File: config.mk
export PLATFORM = sky130hd
export DESIGN_NAME = alu_cmd_sequencer
export DESIGN_NICKNAME = d
export VERILOG_FILES = /design/src/rtl/alu_cmd_sequencer.sv
export SDC_FILE = /design/constraint.sdc
export NUM_CORES = 1
export LEC_CHECK = 0
export ABC_CLOCK_PERIOD_IN_PS = 1650
export CORE_MARGIN = 10
export CORE_UTILIZATION = 39
export CTS_BUF_LIST = sky130_fd_sc_hd__clkbuf_16
export CTS_CLUSTER_DIAMETER = 120
export DETAILED_ROUTE_END_ITERATION = 16
export MAX_ROUTING_LAYER = met4
export PLACE_DENSITY = 0.76
export SLEW_MARGIN = 20
export SYNTH_ARGS = -nofsm -noshare
export SYNTH_HDL_FRONTEND = slang
export SYNTH_SLANG_ARGS = --single-unit
File: constraint.sdc
create_clock -name clk -period 1.65 [get_ports clk]
set_input_delay 0.33 -clock clk [delete_from_list [all_inputs] [get_ports clk]]
set_output_delay 0.33 -clock clk [all_outputs]
set_load 0.03 [all_outputs]
File: src/rtl/alu_cmd_sequencer.sv
// alu_cmd_sequencer
// Accepts one ALU command per handshake, serialises it onto the ALU's
// opcode_valid/opcode/data bus as an OP_WIDTH-cycle frame, waits for the ALU
// done strobe (or a timeout), and returns the captured result on a
// valid/ready response port. Commands are not overlapped: a new command is
// accepted only after the previous response has been consumed.
//
// Handshakes: a transfer happens on a rising clk edge where both valid and
// ready are high. Valid never depends on ready, and a producer holding
// valid high keeps its payload stable until the transfer edge.
//
// Optional feature macro: ALU_SEQ_STATS_EN builds the stat_cmds and
// stat_timeouts counters; without it both ports are tied to zero.
//
// The FSM state is held in the enum register 'state' for checker binding.

module alu_cmd_sequencer #(
  parameter int DATA_WIDTH = 8,
  parameter int OP_WIDTH   = 3,
  parameter int TIMEOUT    = 64
) (
  input  logic                  clk,
  input  logic                  reset,
  input  logic                  cmd_valid,
  output logic                  cmd_ready,
  input  logic [OP_WIDTH-1:0]   cmd_op,
  input  logic [DATA_WIDTH-1:0] cmd_a,
  input  logic [DATA_WIDTH-1:0] cmd_b,
  output logic                  opcode_valid,
  output logic                  opcode,
  output logic [DATA_WIDTH-1:0] data,
  input  logic                  done,
  input  logic [DATA_WIDTH-1:0] result,
  input  logic                  overflow,
  output logic                  rsp_valid,
  input  logic                  rsp_ready,
  output logic [DATA_WIDTH-1:0] rsp_result,
  output logic                  rsp_overflow,
  output logic                  rsp_timeout,
  output logic [15:0]           stat_cmds,
  output logic [15:0]           stat_timeouts
);

  typedef enum logic [1:0] {
    IDLE = 2'd0,
    SEND = 2'd1,
    WAIT = 2'd2,
    RESP = 2'd3
  } state_t;

  // Frame bit counter and wait counter widths.
  localparam int KW = (OP_WIDTH > 1) ? $clog2(OP_WIDTH) : 1;
  localparam int CW = (TIMEOUT > 1) ? $clog2(TIMEOUT + 1) : 1;
  localparam logic [KW-1:0] K_LAST = KW'(OP_WIDTH - 1);
  localparam logic [CW-1:0] C_LAST = CW'(TIMEOUT - 1);

  state_t                  state;
  logic [KW-1:0]           k;         // index of the opcode bit currently on the bus
  logic [CW-1:0]           wait_cnt;  // cycles spent in WAIT, starting at 0
  logic [OP_WIDTH-1:0]     op_sh;     // remaining opcode bits, next bit in [0]
  logic [DATA_WIDTH-1:0]   b_q;       // operand B, sent on the second frame cycle
  logic                    accept;
  logic                    timeout_hit;

  assign cmd_ready   = (state == IDLE) && !reset;
  assign accept      = cmd_valid && cmd_ready;
  assign timeout_hit = (state == WAIT) && !done && (wait_cnt == C_LAST);

  // Main sequencer FSM: frame serialisation, response capture and timeout.
  always_ff @(posedge clk) begin
    if (reset) begin
      state        <= IDLE;
      k            <= '0;
      wait_cnt     <= '0;
      op_sh        <= '0;
      b_q          <= '0;
      opcode_valid <= 1'b0;
      opcode       <= 1'b0;
      data         <= '0;
      rsp_valid    <= 1'b0;
      rsp_result   <= '0;
      rsp_overflow <= 1'b0;
      rsp_timeout  <= 1'b0;
    end else begin
      case (state)
        IDLE: begin
          if (accept) begin
            // First frame cycle carries op[0] and operand A.
            state        <= SEND;
            k            <= '0;
            op_sh        <= cmd_op >> 1;
            b_q          <= cmd_b;
            opcode_valid <= 1'b1;
            opcode       <= cmd_op[0];
            data         <= cmd_a;
          end
        end
        SEND: begin
          // A done strobe during the frame is deliberately ignored.
          if (k == K_LAST) begin
            state        <= WAIT;
            wait_cnt     <= '0;
            opcode_valid <= 1'b0;
            opcode       <= 1'b0;
            data         <= '0;
          end else begin
            k      <= k + KW'(1);
            opcode <= op_sh[0];
            op_sh  <= op_sh >> 1;
            data   <= (k == '0) ? b_q : '0;
          end
        end
        WAIT: begin
          // done on the final counted edge still wins over the timeout.
          if (done) begin
            state        <= RESP;
            rsp_valid    <= 1'b1;
            rsp_result   <= result;
            rsp_overflow <= overflow;
            rsp_timeout  <= 1'b0;
          end else if (wait_cnt == C_LAST) begin
            state        <= RESP;
            rsp_valid    <= 1'b1;
            rsp_result   <= '0;
            rsp_overflow <= 1'b0;
            rsp_timeout  <= 1'b1;
          end else begin
            wait_cnt <= wait_cnt + CW'(1);
          end
        end
        RESP: begin
          // Response fields hold until the consumer takes them.
          if (rsp_ready) begin
            state     <= IDLE;
            rsp_valid <= 1'b0;
          end
        end
        default: begin
          state <= IDLE;
        end
      endcase
    end
  end

`ifdef ALU_SEQ_STATS_EN
  // Free-running wrap-around counters of accepted commands and timeouts.
  always_ff @(posedge clk) begin
    if (reset) begin
      stat_cmds     <= '0;
      stat_timeouts <= '0;
    end else begin
      if (accept) begin
        stat_cmds <= stat_cmds + 16'd1;
      end
      if (timeout_hit) begin
        stat_timeouts <= stat_timeouts + 16'd1;
      end
    end
  end
`else
  assign stat_cmds     = '0;
  assign stat_timeouts = '0;
`endif

endmodule

==> results of run 1 <==
==> per-stage QoR <==
step	setup TNS, ns	area, sq um
5_1_grt	-0.239	3210
4_1_cts	-0.00104	3080
6_report	0	3210
3_3_place_gp	-2.06	2920
2_1_floorplan	0	2300
3_5_place_dp	-2.28	2920
==> sequential cells by signal, indices dropped and copies added (netlist names), 2 cells and up <==
signal and count:
wait_cnt 7, k 2, data 8, state 2
b_q 8, op_sh 2, rsp_result 8
==> cell type report <==
class | instances | area (sq um) | area share (%)
multi-input combinational | 188 | 1200 | 37.5
clock buffer | 5 | 125 | 3.89
sequential | 42 | 848 | 26.4
tap | 72 | 90.1 | 2.80
clock inverter | 1 | 3.75 | 0.117
inverter | 8 | 32.5 | 1.01
timing repair buffer | 93 | 908 | 28.3
==> where the power goes <==
group	switching (mW)	internal (mW)	total [mW]
combinational	1.21	1.11	2.31
clock	0.361	0.537	0.898
sequential	0.109	1.21	1.31
total	1.68	2.85	4.53
==> placed cells by master (no fill, tap or decap), drive strengths merged, types with 5 or more instances in the layout <==
cell	count
a221oi	5
nor2b	6
o21ai	9
nand2	23
and2	8
a21oi	22
nand3	16
a22o	9
ha	8
conb	32
clkdlybuf4s50	37
nor3	5
buf	40
dlymetal6s2s	13
clkbuf	5
inv	8
dfxtp	42
nor2	10
==> synthesized netlist by cell type <==
master,n
a221o_1,1
nand3_1,16
buf_2,3
nor4_1,1
conb_1,1
o211ai_1,3
nand2_1,23
and3b_1,1
a221oi_1,5
clkbuf_1,8
nand2b_1,1
a32oi_1,3
a31oi_1,1
nand2b_4,1
o31ai_1,1
a2bb2oi_1,1
and3_1,2
nor2b_1,6
a21oi_1,20
o211a_1,2
o311ai_0,2
and2_1,8
nor3_1,5
mux2i_4,1
ha_1,8
nand3b_1,2
o41ai_1,1
nand4b_1,2
inv_1,8
or3_1,2
a21o_1,1
buf_6,1
a22o_1,9
a21oi_2,2
nor4b_1,1
a211oi_1,3
dfxtp_1,42
mux2i_1,2
buf_1,1
o21ai_0,9
buf_4,32
nor2_1,10
==> kinds of logic after synthesis <==
family	Yosys count	share of synthesized area, %
fa+ha+maj	8	4.60
other cells	1	0.172
mux	3	1.95
simple gates	81	19.2
compound gates	64	20.3
buf+inv	53	15.2
flops	42	38.6
==> worst max-delay path by stage <==
stage               cells after the start     endpoint   startpoint
finish                                  6  wait_cnt[2]  wait_cnt[0]
floorplan                               6     state[0]     state[0]
global placement                        5     state[0]    cmd_valid
detailed placement                      5     state[0]    cmd_valid
CTS                                     5    cmd_ready     state[0]
global route                            7  wait_cnt[2]     state[1]
==> metal layers <==
metal  GRT usage (%)  wire length [um]  part of all wire [%]
met1            15.2              2460                    40
met4            4.86                94                   1.5
met5               -                 0                     0
met3            2.54               343                   5.6
met2            23.2              3260                    53
==> worst max-delay path, stage by stage, from the launching register on <==
cell	delay, ns
dfxtp_1	0.33
ha_1	0.22
and3_2	0.26
and3_2	0.25
buf_4	0.15
o31ai_1	0.21
a21oi_1	0.09
==> what timing repair did <==
item / in CTS / in global routing
pin swaps: 1 / 6
cloned: 0 / 0
setup buffers: 0 / 5
setup endpoints to repair: 26 / 40
gates resized for setup: 14 / 31
==> out/qor.yml, run 1 <==
critical_path:
  worstPathArrival_ns: 1.80
  cp-start-kind: "register"
  reg2reg_depth: 6
  r2r_end: "wait_cnt[2]"
  regToRegSetupSlack_ns: 0.02
  path_max_fanout: 5
  r2r-start: "wait_cnt[0]"
  crit_type: "reg2reg"
  critPathRequiredTime_ns: 1.82
  cp-end-kind: "register"
logic_synthesis:
  synthTopCellsByArea: "dfxtp_1 39%, buf_4 11%, a21oi_1 4.6%"
  ys_warn_count: 0
  synth_cell_types: 42
  yosysSeqAreaShare_pct: 38.6
  syn_area_per_cell_sq_um: 8.64
  yosys_register_bits: 42
  yosys.area.top_type_share_pct: 38.6
  syn_area_sq_um: 2180
  synth_area_leader_cell: "dfxtp_1"
  synthCells: 252
hold_path:
  min_delay_path_depth: 2
  min_to: "b_q[6]"
  holdCritStartpoint: "b_q[6]"
  hp-class: "reg2reg"
power:
  leakagePower_nw: 1.54
  power_mw: 4.53
  power.density_nw_per_um2: 1410
  max-vdd-ir-drop_uv: 687
detailed_routing:
  wl_mm: 6.17
  avgViaCountPerCell: 4.95
  drtAntennaViolNets: 0
  wl_per_cell_um: 15.1
  drc: 0
  first_pass_iters: 4
  drtIter0Drc: 144
  vias: 2024
global_route:
  grt-ovfl-total: 0
  grt_usage_pct: 13.5
  grt_pass1_wl_mm: 9.43
  grt_antenna_before_repair: 0
  grt_start_max_net_pins: 24
  grt_pass1_vias: 1905
timing:
  grt_setup_unrepaired: "yes"
  clock.fmax_ghz: 0.612
  fin_ws_ns: 0.0168
  finalHoldViolCount: 0
  min_period_over_period_pct: 99.0
  drv_slew: 0
  setup_violations: 0
  fin_crit_ns: 1.63
  whs_ns: 0.451
  clock_skew_ns: 0.00437
run:
  drv_cap: 0
cts:
  cts_root_buf: "clkbuf_16"
  clk-insertion-delay-late_ns: 0.28
  cts_tree: "done"
  holdBufCountCts: 0
  path_clk_slew_ns: 0.06
  cts_buffer_depth: 2
  cts_inserted_buffers: 5
  htreeDepth: 2
  cts_sinks: 42
placement:
  dpl.hpwl_mm: 4.63
  place_ws_ns: -0.178
  port_buffers: 54
  place_inst: 398
  gp_congestion: 0.832
layout:
  drive_above_1_share_pct: 19.0
  area_growth_pct: 47.5
  nets: 379
  stdcell_count: 409
  nFillCells: 474
  final_util_pct: 58.7
  antenna-diode-count: 0
floorplan:
  io_pins: 87
  start_util_pct: 39.8
  die_h_um: 94.7
  coreArea_sq_um: 5470
  die_w_um: 94.7
  die_area_sq_um: 8970
  rows: 27
outcome:
  status: "finished, final reports clean"
Power figures use the tool's default switching activity.
==> run 2, diff against run 1 <==
--- a/config.mk
+++ b/config.mk
@@ -7,12 +7,13 @@
 export LEC_CHECK = 0
 export ABC_CLOCK_PERIOD_IN_PS = 1650
 export CORE_MARGIN = 10
-export CORE_UTILIZATION = 39
+export CORE_UTILIZATION = 50
 export CTS_BUF_LIST = sky130_fd_sc_hd__clkbuf_16
 export CTS_CLUSTER_DIAMETER = 120
 export DETAILED_ROUTE_END_ITERATION = 16
+export DONT_BUFFER_PORTS = 1
 export MAX_ROUTING_LAYER = met4
-export PLACE_DENSITY = 0.76
+export PLACE_DENSITY = 0.68
 export SLEW_MARGIN = 20
 export SYNTH_ARGS = -nofsm -noshare
 export SYNTH_HDL_FRONTEND = slang
==> run 2 against run 1 <==
Sequential share of layout area up 7.3 points. Critical path depth down 1. Register-to-register slack about the same. Worst setup slack worse by 0.0037 ns. First-iteration DRC count up 10%. Total power down 5.3%. Clock skew up 0.0024 ns. Worst hold slack worse by 0.34 ns. Sequential cell count unchanged.
==> out/qor.yml, run 2 (synthesized netlist as in run 1, its figures left out) <==
global_route:
  grt_pass1_wl_mm: 8.02  # -15%
  grt_pass1_vias: 1680  # -12%
  grt_antenna_before_repair: 0  # unchanged
  grt_start_max_net_pins: 37  # +54%
  grt-ovfl-total: 0  # unchanged
  grt_usage_pct: 13.5  # -0.017 points
placement:
  port_buffers: 0  # -100%
  dpl.hpwl_mm: 3.85  # -17%
  dpl_cell_area_sq_um: 2210  # -24%
  place_ws_ns: -0.0405  # +0.138 ns
  gp_congestion: 0.812  # -2.3%
critical_path:
  cp-end-kind: "register"
  cpMaxStageDelayCell: "dfxtp_1"
  slowest_delay_ns: 0.35  # +0.02 ns
  crit_type: "reg2reg"
  critPathRequiredTime_ns: 1.83  # about the same
  cp-start-kind: "register"
  path_max_fanout: 6  # +1
  crit_chain: "ha_1 -> and3_1 -> a21oi_2 -> nand2_1 -> o41ai_1"
  worstPathArrival_ns: 1.81  # about the same
cts:
  cts_tree: "done"
  cts_root_buf: "clkbuf_16"
  path_clk_slew_ns: 0.06  # about the same
  holdBufCountCts: 0  # unchanged
  cts_buffer_depth: 2  # unchanged
  clk-insertion-delay-late_ns: 0.28  # about the same
  htreeDepth: 2  # unchanged
  cts_inserted_buffers: 5  # unchanged
  cts_sinks: 42  # unchanged
timing:
  drv_slew: 0  # unchanged
  grt_setup_unrepaired: "yes"
  fin_ws_ns: 0.0131  # -0.00372 ns
  whs_ns: 0.113  # -0.338 ns
  finalHoldViolCount: 0  # unchanged
  setup_violations: 0  # unchanged
  min_period_over_period_pct: 99.2  # +0.23 points
  clock_skew_ns: 0.00673  # +0.00236 ns
  fin_crit_ns: 1.64  # +0.00372 ns
  clock.fmax_ghz: 0.611  # -0.23%
detailed_routing:
  drtAntennaViolNets: 0  # unchanged
  drc: 0  # unchanged
  first_pass_iters: 4  # unchanged
  wl_mm: 5.17  # -16%
  vias: 1718  # -15%
  wl_per_cell_um: 16.2  # +7.5%
  avgViaCountPerCell: 5.39  # +8.8%
  drtIter0Drc: 159  # +10%
layout:
  final_cell_mix: "40 x dfxtp_1, 32 x conb_1, 23 x nand2_1, 21 x buf_4, 20 x a21oi_1"
  antenna-diode-count: 0  # unchanged
  area_growth_pct: 15.5
  drive_above_1_share_pct: 19.0  # -0.032 points
  final_util_pct: 61.1  # +2.4 points
  final_common_cell: "dfxtp_1"
  nets: 309  # -18%
  fin_area_sq_um: 2510  # -22%
  top_regs: "b_q (8), data (8), rsp_result (8)"
  nFillCells: 376  # -21%
floorplan:
  coreArea_sq_um: 4120  # -25%
  die_w_um: 86.0  # -9.2%
  rows: 23  # -15%
  start_util_pct: 52.9  # +13 points
  die_area_sq_um: 7400  # -18%
  io_pins: 87  # unchanged
  die_h_um: 86.0  # -9.2%
power:
  max-vdd-ir-drop_uv: 938  # +37%
  leakagePower_nw: 1.03  # -33%
  power.density_nw_per_um2: 1700  # +21%
  power_mw: 4.29  # -5.3%
hold_path:
  hp-class: "in2reg"
outcome:
  status: "finished, final reports clean"
run:
  drv_cap: 0  # unchanged
run 2: cell types whose count changed in the layout (fill, tap and decap cells not counted), sizes merged:
| cell | before | now |
|---|---|---|
| buf | 40 | 23 |
| dlymetal6s2s | 13 | 0 |
| dlygate4sd2 | 3 | 0 |
| bufinv | 0 | 1 |
| clkdlybuf4s50 | 37 | 0 |
| clkinv | 1 | 2 |
run 2: final cells by class:
type	instances	area [sq um]	share of cell area [%]
clock buffer	5	125	4.98
clock inverter	3	40.0	1.59
inverter	8	35.0	1.39
multi-input combinational	188	1210	48.3
sequential	42	848	33.7
tap	50	62.6	2.49
timing repair buffer	23	189	7.51
run 2: layer usage:
metal / wire (um) / global-route usage, % / part of all wire, %
met5: 0 / - / 0
met4: 65 / 4.34 / 1.3
met3: 560 / 6.81 / 11
met2: 2290 / 19.5 / 44
met1: 2250 / 15.8 / 44
run 2: final timing paths:
check	slack [ns]	endpoint	start	cells after the start
max	0.01	wait_cnt[3]	wait_cnt[0]	5
min	0.11	wait_cnt[0]	reset	1
max reg2reg	0.01	wait_cnt[3]	wait_cnt[0]	5
min reg2reg	0.45	b_q[3]	b_q[3]	2
run 2: stage by stage:
stage	instances	TNS, ns
after floorplan	283	0
after global placement	306	-0.0334
after detailed placement	306	-0.0862
after CTS	314	0
after global routing	319	-0.225
final	319	0
run 2: where the power goes:
group / internal (mW) / switching [mW] / leakage (nW) / total [mW]
Clock: 0.707 / 0.389 / 0.0836 / 1.10
Sequential: 1.21 / 0.335 / 0.344 / 1.54
Combinational: 0.768 / 0.881 / 0.605 / 1.65
Total: 2.68 / 1.61 / 1.03 / 4.29
run 2: critical path, delay by kind of cell, from the launching register on:
kind	cells	cell delay [ns]
DFF	1	0.35
adders and majority gates	1	0.22
AOI/OAI and AO/OA	2	0.58
and+or+nand+nor	2	0.38
run 2: timing repair:
| action | CTS | global route |
|---|---|---|
| setup buffers | 0 | 5 |
| setup endpoints to repair | 11 | 21 |
| pin swaps | 2 | 10 |
| gates resized for setup | 10 | 19 |
==> run 3, diff against run 2 <==
--- a/config.mk
+++ b/config.mk
@@ -6,6 +6,7 @@
 export NUM_CORES = 1
 export LEC_CHECK = 0
 export ABC_CLOCK_PERIOD_IN_PS = 1650
+export CORE_ASPECT_RATIO = 0.9
 export CORE_MARGIN = 10
 export CORE_UTILIZATION = 50
 export CTS_BUF_LIST = sky130_fd_sc_hd__clkbuf_16
@@ -14,6 +15,7 @@
 export DONT_BUFFER_PORTS = 1
 export MAX_ROUTING_LAYER = met4
 export PLACE_DENSITY = 0.68
+export RECOVER_POWER = 25
 export SLEW_MARGIN = 20
 export SYNTH_ARGS = -nofsm -noshare
 export SYNTH_HDL_FRONTEND = slang
==> run 3 against run 2 <==
The run now ends with negative setup slack left. Worst setup slack worse by 0.038 ns. Via count up 4.8%. Clock-buffer cell count unchanged. Clock power about the same. Design area up 3.2%. Worst hold slack worse by 0.0033 ns. Total power up 3.6%. Core utilization up 1.7 points. Highest routed layer unchanged.
==> out/qor.yml, run 3 (synthesized netlist as in run 1, its figures left out) <==
outcome:
  status: "finished with violations"
  violations: "negative setup slack"
detailed_routing:
  avgViaCountPerCell: 5.61  # +4.1%
  first_pass_iters: 4  # unchanged
  drc: 0  # unchanged
  wl_mm: 5.51  # +6.5%
  wl_per_cell_um: 17.2  # +5.9%
  drtIter0Drc: 142  # -11%
  vias: 1800  # +4.8%
  drtAntennaViolNets: 0  # unchanged
floorplan:
  die_area_sq_um: 7400  # about the same
  die_h_um: 82.6  # -3.9%
  die_w_um: 89.6  # +4.2%
  coreArea_sq_um: 4130  # +0.33%
  start_util_pct: 52.8  # -0.18 points
  io_pins: 87  # unchanged
  rows: 22  # -4.3%
critical_path:
  r2r-start: "state[0]"
  worstPathArrival_ns: 1.85  # +0.04 ns
  reg2reg_depth: 5  # unchanged
  crit_chain: "buf_6 -> ha_4 -> a221o_1 -> or3_1 -> o211a_1"
  crit_type: "reg2reg"
  r2r_end: "state[0]"
  crit_family: "compound AO/OA/AOI/OAI gates"
  critPathRequiredTime_ns: 1.82  # about the same
  cpMaxStageDelayCell: "or3_1"
  crit_start: "state[0]"
  crit_buf_inv: 1  # +1
  cp-start-kind: "register"
  regToRegSetupSlack_ns: -0.02  # -0.04 ns
  cp.depth: 5  # unchanged
  path_max_fanout: 3  # -3
  cp-end-kind: "register"
  crit_end: "state[0]"
  slowest_delay_ns: 0.41  # +0.06 ns
hold_path:
  hp-class: "in2reg"
cts:
  holdBufCountCts: 0  # unchanged
  htreeDepth: 2  # unchanged
  cts_buffer_depth: 2  # unchanged
  clk-insertion-delay-late_ns: 0.29  # about the same
  cts_sinks: 42  # unchanged
  cts_tree: "done"
  path_clk_slew_ns: 0.06  # about the same
  cts_root_buf: "clkbuf_16"
  cts_inserted_buffers: 5  # unchanged
layout:
  nets: 313  # +1.3%
  top_regs: "b_q (8), data (8), rsp_result (8)"
  antenna-diode-count: 0  # unchanged
  drive_above_1_share_pct: 21.6  # +2.7 points
  final_common_cell: "dfxtp_1"
  area_growth_pct: 19.1
  final_cell_mix: "40 x dfxtp_1, 32 x conb_1, 22 x nand2_1, 21 x buf_4, 20 x a21oi_1"
run:
  drv_cap: 0  # unchanged
global_route:
  grt_usage_pct: 14.1  # +0.62 points
  grt-ovfl-total: 0  # unchanged
  grt_pass1_wl_mm: 7.94  # -1.0%
  grt_antenna_before_repair: 0  # unchanged
  grt_pass1_vias: 1583  # -5.8%
  grt_start_max_net_pins: 37  # unchanged
placement:
  gp_congestion: 0.883  # +8.7%
  dpl.hpwl_mm: 3.88  # +0.75%
  port_buffers: 0  # unchanged
power:
  power.density_nw_per_um2: 1710  # +0.36%
  power_mw: 4.44  # +3.6%
  leakagePower_nw: 1.04  # +0.99%
  max-vdd-ir-drop_uv: 905  # -3.5%
timing:
  clock_skew_ns: 0.00480  # -0.00194 ns
  fin_crit_ns: 1.67  # +0.0379 ns
  grt_setup_unrepaired: "yes"
  setup_violations: 1  # +1
  min_period_over_period_pct: 101  # +2.3 points
  fin_ws_ns: -0.0247  # -0.0379 ns
  finalHoldViolCount: 0  # unchanged
  drv_slew: 0  # unchanged
  clock.fmax_ghz: 0.597  # -2.3%
  fin_tns_setup_ns: -0.0247  # -0.0247 ns
run 3: cell count changes in the layout (fill, tap and decap cells not counted), sizes merged:
cell	change
clkinv	-2
clkinvlp	+3
inv	-1
a21oi	+1
buf	+3
run 3: repair_timing:
action / CTS / global route
cloned: 0 / 1
buffers inserted: 0 / 9
pin swaps: 0 / 6
gates resized for setup: 6 / 31
setup endpoints to repair: 12 / 27
run 3: metrics by stage:
stage | hold slack (ns) | setup WS (ns) | area [sq um] | std cells | util [%]
2_1_floorplan | 0.432 | 0.0290 | 2300 | 283 | -
3_3_place_gp | 0.406 | 0.0208 | 2200 | 303 | 53.3
3_5_place_dp | 0.408 | -0.0390 | 2200 | 303 | 53.3
4_1_cts | 0.102 | -0.0126 | 2390 | 311 | 58.0
5_1_grt | 0.0993 | -0.107 | 2590 | 321 | 62.8
6_report | 0.109 | -0.0247 | 2590 | 321 | 62.8
run 3: where the power goes:
| part | switching, mW | total (mW) | internal [mW] | leakage, nW |
|---|---|---|---|---|
| combinational | 0.932 | 1.79 | 0.855 | 0.623 |
| clock | 0.409 | 1.12 | 0.713 | 0.0760 |
| sequential | 0.329 | 1.53 | 1.20 | 0.343 |
| total | 1.67 | 4.44 | 2.77 | 1.04 |
run 3: final cells by class:
class / instances / area [sq um]
clock buffers: 5 / 125
clock inverters: 3 / 45.0
fillers: 336 / 1530
inverters: 8 / 38.8
multi-input cells: 189 / 1260
flip-flops and latches: 42 / 846
well taps: 48 / 60.1
repair buffers: 26 / 223
run 3: worst min path at each step:
stage	start	to	cells after the start
2_1_floorplan	b_q[0]	b_q[0]	2
3_3_place_gp	reset	wait_cnt[2]	1
3_5_place_dp	reset	k[1]	1
4_1_cts	reset	wait_cnt[2]	1
5_1_grt	reset	wait_cnt[2]	1
6_report	reset	k[1]	1
run 3: worst reg2reg max path: stages, from the launching register on:
cell and delay (ns):
dfxtp_4 0.36, buf_6 0.12, ha_4 0.15, a221o_1 0.36, or3_1 0.41, o211a_1 0.15
run 3: metal layers:
| metal | track usage (%) | share of wire (%) | wire length, um | up-vias |
|---|---|---|---|---|
| li1 | - | - | - | 871 |
| met1 | 18.2 | 46 | 2510 | 831 |
| met2 | 20.1 | 44 | 2440 | 86 |
| met3 | 4.31 | 8.3 | 456 | 12 |
| met4 | 5.24 | 1.8 | 99 | 0 |
| met5 | - | 0 | 0 | - |
